**src/rtl/qptr_pkg.sv**
```systemverilog
// Shared types and pointer helpers for the circular-queue allocator.
// Pointers carry a wrap flag so full and empty are distinguishable.
package qptr_pkg;

    localparam int DEPTH = 32;
    localparam int PTR_W = $clog2(DEPTH);

    typedef struct packed {
        logic             flag;
        logic [PTR_W-1:0] idx;
    } qptr_t;

    typedef enum logic {
        RUN  = 1'b0,
        HOLD = 1'b1
    } qstate_t;

    // count never exceeds DEPTH, so idx + count < 2*DEPTH
    function automatic qptr_t qptr_add(qptr_t p, logic [PTR_W:0] count);
        logic [PTR_W:0] s;
        qptr_t          r;
        s      = {1'b0, p.idx} + count;
        r.flag = p.flag ^ s[PTR_W];
        r.idx  = s[PTR_W-1:0];
        return r;
    endfunction

    function automatic logic [PTR_W:0] qptr_dist(qptr_t e, qptr_t d);
        logic [PTR_W:0] s;
        if (e.flag == d.flag)
            s = {1'b0, e.idx} - {1'b0, d.idx};
        else
            s = (PTR_W+1)'(DEPTH) + {1'b0, e.idx} - {1'b0, d.idx};
        return s;
    endfunction

endpackage

```
**src/rtl/qptr_grant_prefix.sv**
```systemverilog
// In-order prefix grant: requester i wins only if every valid older one
// wins and the running entry sum still fits in the available capacity.
module qptr_grant_prefix #(
    parameter int NUM_REQ = 3,
    parameter int REQ_W   = 5,
    parameter int CAP_W   = 6,
    parameter int SUM_W   = 8
) (
    input  logic                     en,
    input  logic [NUM_REQ-1:0]       req_valid,
    input  logic [NUM_REQ*REQ_W-1:0] req_num,
    input  logic [CAP_W-1:0]         cap,
    output logic [NUM_REQ-1:0]       grant,
    output logic [SUM_W-1:0]         total
);

    logic [SUM_W-1:0] acc;
    logic [SUM_W-1:0] nxt;
    logic             ok;

    always_comb begin
        acc   = '0;
        nxt   = '0;
        ok    = en;
        grant = '0;
        for (int i = 0; i < NUM_REQ; i++) begin
            nxt = acc + SUM_W'(req_num[i*REQ_W +: REQ_W]);
            if (req_valid[i]) begin
                if (ok && (nxt <= SUM_W'(cap))) begin
                    grant[i] = 1'b1;
                    acc      = nxt;
                end else begin
                    ok = 1'b0;
                end
            end
        end
        total = acc;
    end

endmodule

```
**src/rtl/qptr_alloc_ctrl.sv**
```systemverilog
// Enqueue/dequeue pointer owner for a circular queue with multi-port
// in-order allocation, flush recovery hold and sticky underflow flag.
module qptr_alloc_ctrl
    import qptr_pkg::*;
#(
    parameter int NUM_REQ    = 3,
    parameter int REQ_W      = 5,
    parameter int DEQ_W      = 4,
    parameter int FLUSH_HOLD = 2
) (
    input  logic                     clk,
    input  logic                     rst_n,
    input  logic [NUM_REQ-1:0]       req_valid,
    input  logic [NUM_REQ*REQ_W-1:0] req_num,
    output logic [NUM_REQ-1:0]       grant,
    output logic [PTR_W:0]           enq_ptr,
    output logic [PTR_W:0]           deq_ptr,
    input  logic [DEQ_W-1:0]         deq_num,
    input  logic                     flush,
    output logic [PTR_W:0]           occupancy,
    output logic [PTR_W:0]           free_cnt,
    output logic                     full,
    output logic                     empty,
    output logic                     busy,
    output logic                     err
);

    localparam int RS_W  = REQ_W + $clog2(NUM_REQ + 1);
    localparam int SUM_W = ((PTR_W + 1 > RS_W) ? PTR_W + 1 : RS_W) + 1;
    localparam int CW    = (DEQ_W > PTR_W + 1) ? DEQ_W : PTR_W + 1;
    localparam int HC_W  = (FLUSH_HOLD > 2) ? $clog2(FLUSH_HOLD) : 1;
    localparam logic [HC_W-1:0] HC_LOAD =
        HC_W'((FLUSH_HOLD > 0) ? FLUSH_HOLD - 1 : 0);

    qptr_t            enq_q;
    qptr_t            deq_q;
    qstate_t          state;
    logic [HC_W-1:0]  hold_cnt;
    logic [SUM_W-1:0] total;
    logic [PTR_W:0]   gcnt;
    logic [PTR_W:0]   eff;
    logic             under;

    assign occupancy = qptr_dist(enq_q, deq_q);
    assign free_cnt  = (PTR_W+1)'(DEPTH) - occupancy;
    assign full      = occupancy == (PTR_W+1)'(DEPTH);
    assign empty     = occupancy == '0;
    assign busy      = state == HOLD;
    assign enq_ptr   = enq_q;
    assign deq_ptr   = deq_q;

    qptr_grant_prefix #(
        .NUM_REQ (NUM_REQ),
        .REQ_W   (REQ_W),
        .CAP_W   (PTR_W + 1),
        .SUM_W   (SUM_W)
    ) u_prefix (
        .en        (state == RUN && !flush),
        .req_valid (req_valid),
        .req_num   (req_num),
        .cap       (free_cnt),
        .grant     (grant),
        .total     (total)
    );

    // granted total is bounded by free_cnt, so this narrowing is lossless
    assign gcnt  = (PTR_W+1)'(total);
    assign under = CW'(deq_num) > CW'(occupancy);
    assign eff   = under ? occupancy : (PTR_W+1)'(deq_num);

    always_ff @(posedge clk or negedge rst_n) begin
        if (!rst_n) begin
            enq_q <= '0;
            deq_q <= '0;
            err   <= 1'b0;
        end else begin
            deq_q <= qptr_add(deq_q, eff);
            if (flush)
                enq_q <= qptr_add(deq_q, eff);
            else
                enq_q <= qptr_add(enq_q, gcnt);
            if (under)
                err <= 1'b1;
        end
    end

    always_ff @(posedge clk or negedge rst_n) begin
        if (!rst_n) begin
            state    <= RUN;
            hold_cnt <= '0;
        end else if (flush && FLUSH_HOLD != 0) begin
            state    <= HOLD;
            hold_cnt <= HC_LOAD;
        end else if (state == HOLD) begin
            if (hold_cnt == '0)
                state <= RUN;
            else
                hold_cnt <= hold_cnt - 1'b1;
        end
    end

endmodule

```
**config.mk**
```make
export PLATFORM = sky130hd
export DESIGN_NAME = qptr_alloc_ctrl
export DESIGN_NICKNAME = d
export VERILOG_FILES = /design/src/rtl/qptr_pkg.sv /design/src/rtl/qptr_grant_prefix.sv /design/src/rtl/qptr_alloc_ctrl.sv
export SDC_FILE = /design/constraint.sdc
export NUM_CORES = 1
export LEC_CHECK = 0
export ABC_AREA = 1
export CELL_PAD_IN_SITES_DETAIL_PLACEMENT = 1
export CELL_PAD_IN_SITES_GLOBAL_PLACEMENT = 2
export CORE_MARGIN = 8
export CORE_UTILIZATION = 25
export CTS_BUF_LIST = sky130_fd_sc_hd__clkbuf_2
export DETAILED_ROUTE_END_ITERATION = 16
export PLACE_DENSITY_LB_ADDON = 0.1
export REMOVE_ABC_BUFFERS = 1
export SLEW_MARGIN = 10
export SYNTH_ARGS = -nofsm -noshare
export SYNTH_HDL_FRONTEND = slang
export SYNTH_HIERARCHICAL = 1
export SYNTH_SLANG_ARGS = --single-unit
export TNS_END_PERCENT = 30
```
**constraint.sdc**
```tcl
create_clock -name clk -period 9.55 [get_ports clk]
set_input_delay 0.955 -clock clk [delete_from_list [all_inputs] [get_ports clk]]
set_output_delay 0.955 -clock clk [all_outputs]
set_load 0.02 [all_outputs]
```
==> results of run 1 <==
-- cell usage in the layout, fill, tap and decap left out, types with 2 or more instances in the layout --
cell             instances
nor2_4                   2
nand3_2                  7
ha_1                    46
ha_2                     2
nor2_2                   5
buf_4                    9
nand2_1                114
inv_1                   61
inv_2                   12
xor2_1                   9
clkbuf_2                 4
o21ai_2                  5
o21ai_0                  7
nand2_2                 13
dfrtp_1                 14
or2_2                    2
and2_1                   2
nor2_1                   8
a31oi_1                  2
a21o_1                   2
nand4_1                  8
o21ai_1                  3
fa_1                     4
clkdlybuf4s50_1         54
nand3_1                 23
a21oi_1                 18
nand2_4                  4
xnor2_1                  2
-- worst reg2reg max path: cells and delay by family (launching register included) --
family	cells	cell delay, ps
flip-flops	1	470
adder cells (fa/ha/maj)	11	3180
AND/OR/NAND/NOR	31	2600
XOR/XNOR	2	350
buffers and inverters	14	1100
AO/OA/AOI/OAI	7	900
-- through the flow --
stage / cells / worst slack (ps) / TNS (ps)
final: 596 / 759 / 0
after global routing: 596 / -38.2 / -70.2
after CTS: 588 / 205 / 0
after detailed placement: 584 / 337 / 0
after global placement: 584 / 430 / 0
after floorplan: 387 / 1170 / 0
-- how the worst max path moves through the flow --
stage,startpoint,to
CTS,enq_ptr[0],grant[2]
global route,enq_ptr[0],grant[2]
detailed placement,enq_ptr[0],grant[2]
floorplan,enq_ptr[0],enq_ptr[4]
finish,deq_ptr[0],grant[2]
global placement,deq_ptr[0],grant[2]
-- final cells by class --
type                    count  area share
well taps                 140      0.0499
clock buffers               3     0.00428
multi-input cells         298       0.577
flip-flops and latches     15       0.107
repair buffers             65       0.180
inverters                  74      0.0791
clock inverters             1     0.00214
-- timing repair --
| action | in CTS | in global routing |
|---|---|---|
| hold endpoints to repair | 0 | 0 |
| endpoints found under the setup margin | 1 | 5 |
| resized for setup | 2 | 12 |
| pin swaps | 0 | 3 |
| buffers inserted | 0 | 8 |
-- state kept, by name, indices dropped and copies added, names as in the netlist --
| name | count |
|---|---|
| busy | 1 |
| deq_ptr | 6 |
| enq_ptr | 6 |
| hold_cnt | 1 |
| err | 1 |
-- metal layers --
layer,global-route usage,part of all wire,vias to the layer above,wire (um)
li1,-,-,1377,-
met1,0.164,0.50,1232,4270
met2,0.208,0.48,30,4110
met3,0.0164,0.022,2,193
met4,0.0117,0.0033,0,28
met5,0,0,-,0
==> metrics.md, run 1 <==
| Metric | Value |
|---|---|
| Buffer depth of the longest clock path | 2 |
| Number of endpoints with negative hold slack in the final report | 0 |
| Most frequent cell on the critical path | nand2_1 |
| Crit share post-route | 0.921 |
| Syn-to-layout area delta | 30.2% |
| Clock-pin slew on the worst setup and hold paths | between 150 and 200 ps |
| Post-synthesis cell area | between 0.002 and 0.003 mm^2 |
| Die width | 120 um |
| Number of antenna diodes | 0 |
| Number of cells on the critical path | 55 |
| Number of violations of the max-capacitance limit | 0 |
| Wire length per cell after detailed routing | 14.4 um |
| Largest clock skew in the final design | between 10 and 15 ps |
| Global router's overall resource usage | 0.122 |
| Depth of the worst register-to-register path | 65 |
| FF/Latch Area | ~380 um^2 |
| Post-Route WL | around 8600 um |
| Source of the worst register-to-register timing path | deq_ptr[0] |
| Overall overflow remaining after global route | 0 |
| Drt pass-1 iters | 4 |
| Height of the die | ~120 um |
| Final design area excluding fillers | around 0.0035 mm^2 |
| Final-layout worst hold slack | between 400 and 500 ps |
| Delay of the slowest cell on the worst path | ~480 ps |
| Crit path arrival time | approximately 7800 ps |
| # setup viols final | 0 |
| Worst hold path depth | 1 |
| Slowest CP cell | fa_2 |
| Synthesized netlist cell count | approximately 390 |
| Min-delay src | err |
| Max-slew violations | 0 |
| Top delay family on crit path | adder cells |
| Port bufs | 55 |
| Final-layout fill cell count | between 1k and 1.5k |
| Vias per cell | approximately 4.4 |
| Combined area of the multi-input logic cells | approximately 0.0020 mm^2 |
| Number of buffers inserted during clock tree synthesis | 3 |
| Highest clock rate | around 110 MHz |
| Number of buffers and inverters on the critical path | 14 |
| Worst hold path class | reg2reg |
| Number of clock sinks | 15 |
| Period minus WS final | ~9000 ps |
| First-pass GRT wire length | approximately 14000 um |
| Critical R2R Capture | enq_ptr[4] |
| Die area | about 0.014 mm^2 |
| Clock tree from TritonCTS | done |
| Final nets | 535 |
| Sum of net half-perimeters after detailed placement | slightly below 8000 um |
| Row count | 38 |
| Share of layout cells above drive strength 1 | 0.167 |
| Via count of the first global-routing pass | around 2.8k |
| Run status | complete, no violations |
| Count of antenna-violating nets left after detailed routing | 0 |
| Starting density of the core | 0.252 |
| Starting DRT DRC Count | approximately 110 |
| Root Driver | clkbuf_2 |
| Final routed DRC violation total | 0 |
| Placed Area | about 0.0034 mm^2 |
| Largest driver fanout on the critical path | 10 |
| Maximum number of pins on one net before global-route repair | 16 |
| Hold bufs inserted after CTS | 0 |
| Critical path launch point type | flop |
| Average footprint of a synthesized cell | 6.90 um^2 |
| Vias | 2641 |
| H-tree lvl count | 1 |
| Utilization after layout | 0.328 |
| Clock latency on the worst-skew pair | between 300 and 400 ps |
| Setup crit end kind | output pin |
| Number of antenna violations at the first check in global routing | 0 |
| Worst-margin pin slew | roughly 740 ps |
| Worst hold path endpoint | err |
| Count of pins on the block boundary | 56 |
| Required time at the worst-slack endpoint | around 8600 ps |
| Flop2flop setup slack | ~830 ps |
| Warnings from Yosys | 6 |
| Startpoint-to-endpoint class of the critical path | reg2out |
| Std-Cell Core Area | around 0.011 mm^2 |
| Headroom to the max-slew limit | 0.505 |
| Routability Congestion | ~0.84 |
Power of run 1 is left out: the tool's default activity adds up to more than one toggle a clock period on the data nets, which glitch-free logic cannot reach.
==> run 2, diff against run 1 <==
CTS_CLUSTER_SIZE = 8   (was not set)
==> results of run 2 <==
No change in the layout: final DEF, timing and power equal those of run 1.
Power of run 2 is left out for the same reason.
==> run 3, diff against run 2 <==
REMOVE_ABC_BUFFERS = not set   (was 1)
==> run 3 against run 2 <==
Compared with the run above: die area did not move; sequential share of layout area barely moved; critical path depth fell by 3; first-iteration DRC count fell by 36%.
==> metrics.md, run 3 (synthesized netlist as in run 1, its figures left out) <==
| Metric | Value |
|---|---|
| Run status | complete, no violations |
| Sum of net half-perimeters after detailed placement | ~7500 um |
| Final TNS setup | 0 ps |
| Highest-count cells in the layout ignoring fill and taps | nand2_1 (114), inv_1 (63), clkdlybuf4s50_1 (54), ha_1 (46), nand3_1 (23) |
| Max-slew violations | 0 |
| Clock latency on the worst-skew pair | between 300 and 400 ps |
| H-tree lvl count | 1 |
| Height of the die | 120 um |
| Syn-to-layout area delta | 29.3% |
| Die area | about 0.014 mm^2 |
| Startpoint-to-endpoint class of the critical path | reg2out |
| Port bufs | 55 |
| Number of buffers inserted during clock tree synthesis | 3 |
| Starting density of the core | 0.252 |
| Number of endpoints with negative hold slack in the final report | 0 |
| Count of pins on the block boundary | 56 |
| Final routed DRC violation total | 0 |
| Row count | 38 |
| Maximum number of pins on one net before global-route repair | 16 |
| Final-layout fill cell count | 1380 |
| Number of violations of the max-capacitance limit | 0 |
| Number of antenna violations at the first check in global routing | 0 |
| Overall overflow remaining after global route | 0 |
| Most frequent cell on the critical path | nand2_1 |
| Buffer depth of the longest clock path | 2 |
| Worst-margin pin slew | roughly 740 ps |
| Starting DRT DRC Count | 73 |
| Worst hold path class | reg2reg |
| Clock-pin slew on the worst setup and hold paths | roughly 190 ps |
| Met1 Track Usage GR | 0.164 |
| Std-Cell Core Area | 0.0107 mm^2 |
| Crit share post-route | 0.930 |
| Slowest CP cell | fa_2 |
| Source of the worst register-to-register timing path | enq_ptr[0] |
| Die width | 120 um |
| Post-Route WL | ~8400 um |
| Routability Congestion | 0.766 |
| Drt pass-1 iters | 4 |
| Largest clock skew in the final design | 22.7 ps |
| Commonest non-fill, non-tap cell in the layout | nand2_1 |
| Min-delay src | err |
| Via count of the first global-routing pass | ~2.7k |
| Hold bufs inserted after CTS | 0 |
| Depth of the worst register-to-register path | 62 |
| GR Util met3 | 0.0160 |
| Synth Net Count | ~470 |
| Worst hold path depth | 1 |
| Setup crit end kind | output pin |
| Headroom to the max-slew limit | 0.505 |
| Vias | approximately 2.6k |
| First-pass GRT wire length | 13800 um |
| Layer with the highest usage after global routing | met2 |
| Count of antenna-violating nets left after detailed routing | 0 |
| Number of antenna diodes | 0 |
| Required time at the worst-slack endpoint | 8600 ps |
| Global router's overall resource usage | 0.118 |
| Clock tree from TritonCTS | done |
| Wire length per cell after detailed routing | 14.2 um |
| Root Driver | clkbuf_2 |
| Vias per cell | roughly 4.3 |
| Crit path arrival time | 7930 ps |
| Final-layout worst hold slack | 497 ps |
| Origin of the worst setup path | enq_ptr[0] |
| Final nets | roughly 530 |
| Critical path launch point type | flop |
| Delay of the slowest cell on the worst path | 590 ps |
| Share of layout cells above drive strength 1 | 0.157 |
| # setup viols final | 0 |
| Global-route track usage on met2 | 0.197 |
| Period minus WS final | between 8000 and 9000 ps |
| Largest driver fanout on the critical path | 10 |
| Highest clock rate | 113 MHz |
| Number of clock sinks | 15 |
## run 3: cell count changes in the layout (fill, tap and decap cells not counted)
cell and delta:
buf_4 -2, inv_1 +2, inv_2 -2, buf_12 -1, dfrtp_1 +1, dfrtp_2 -1
nor2_2 -1, nor2_4 +1, xor2_1 -1, xor2_2 +1
## run 3: area by class of cell
class | instances | area (um^2) | share of cell area
sequential | 15 | 375 | 0.108
inverter | 74 | 278 | 0.0797
clock inverter | 1 | 7.51 | 0.00215
timing repair buffer | 62 | 598 | 0.172
multi-input combinational | 298 | 2040 | 0.584
clock buffer | 3 | 15.0 | 0.00431
tap | 140 | 175 | 0.0503
## run 3: worst max-delay path, delay by kind of cell (launching register included)
family / cells / cell delay, ps
buffers and inverters: 12 / 1040
AO/OA/AOI/OAI: 6 / 950
adder cells (fa/ha/maj): 9 / 2820
flip-flops: 1 / 440
AND/OR/NAND/NOR: 23 / 1960
XOR/XNOR: 2 / 400
## run 3: through the flow
stage               setup slack [ps]  instances  utilization  area (um^2)
floorplan                       1170        391            -         2700
global placement                 432        584        0.317         3390
detailed placement               376        584        0.317         3390
CTS                              267        591        0.321         3440
global route                   -13.7        593        0.326         3490
finish                           664        593        0.326         3490
## run 3: metal layers
metal	routed length, um	vias to the layer above
li1	-	1365
met1	4230	1180
met2	3960	30
met3	198	2
met4	19	0
met5	0	-
## run 3: worst paths after layout
kind                              end  slack (ps)
setup reg to reg           enq_ptr[4]         760
setup / recovery             grant[2]         660
hold / removal                    err         500
max in group asynchronous  deq_ptr[2]        8020
hold reg to reg                   err         500
min in group asynchronous  enq_ptr[4]        1050
## run 3: repair_timing
item / 4_1_cts / 5_1_grt
buffers inserted: 3 / 2
resized for setup: 1 / 12
setup endpoints to repair: 1 / 4
pin swaps: 1 / 3
endpoints found under the hold margin: 0 / 0
Power of run 3 is left out for the same reason.
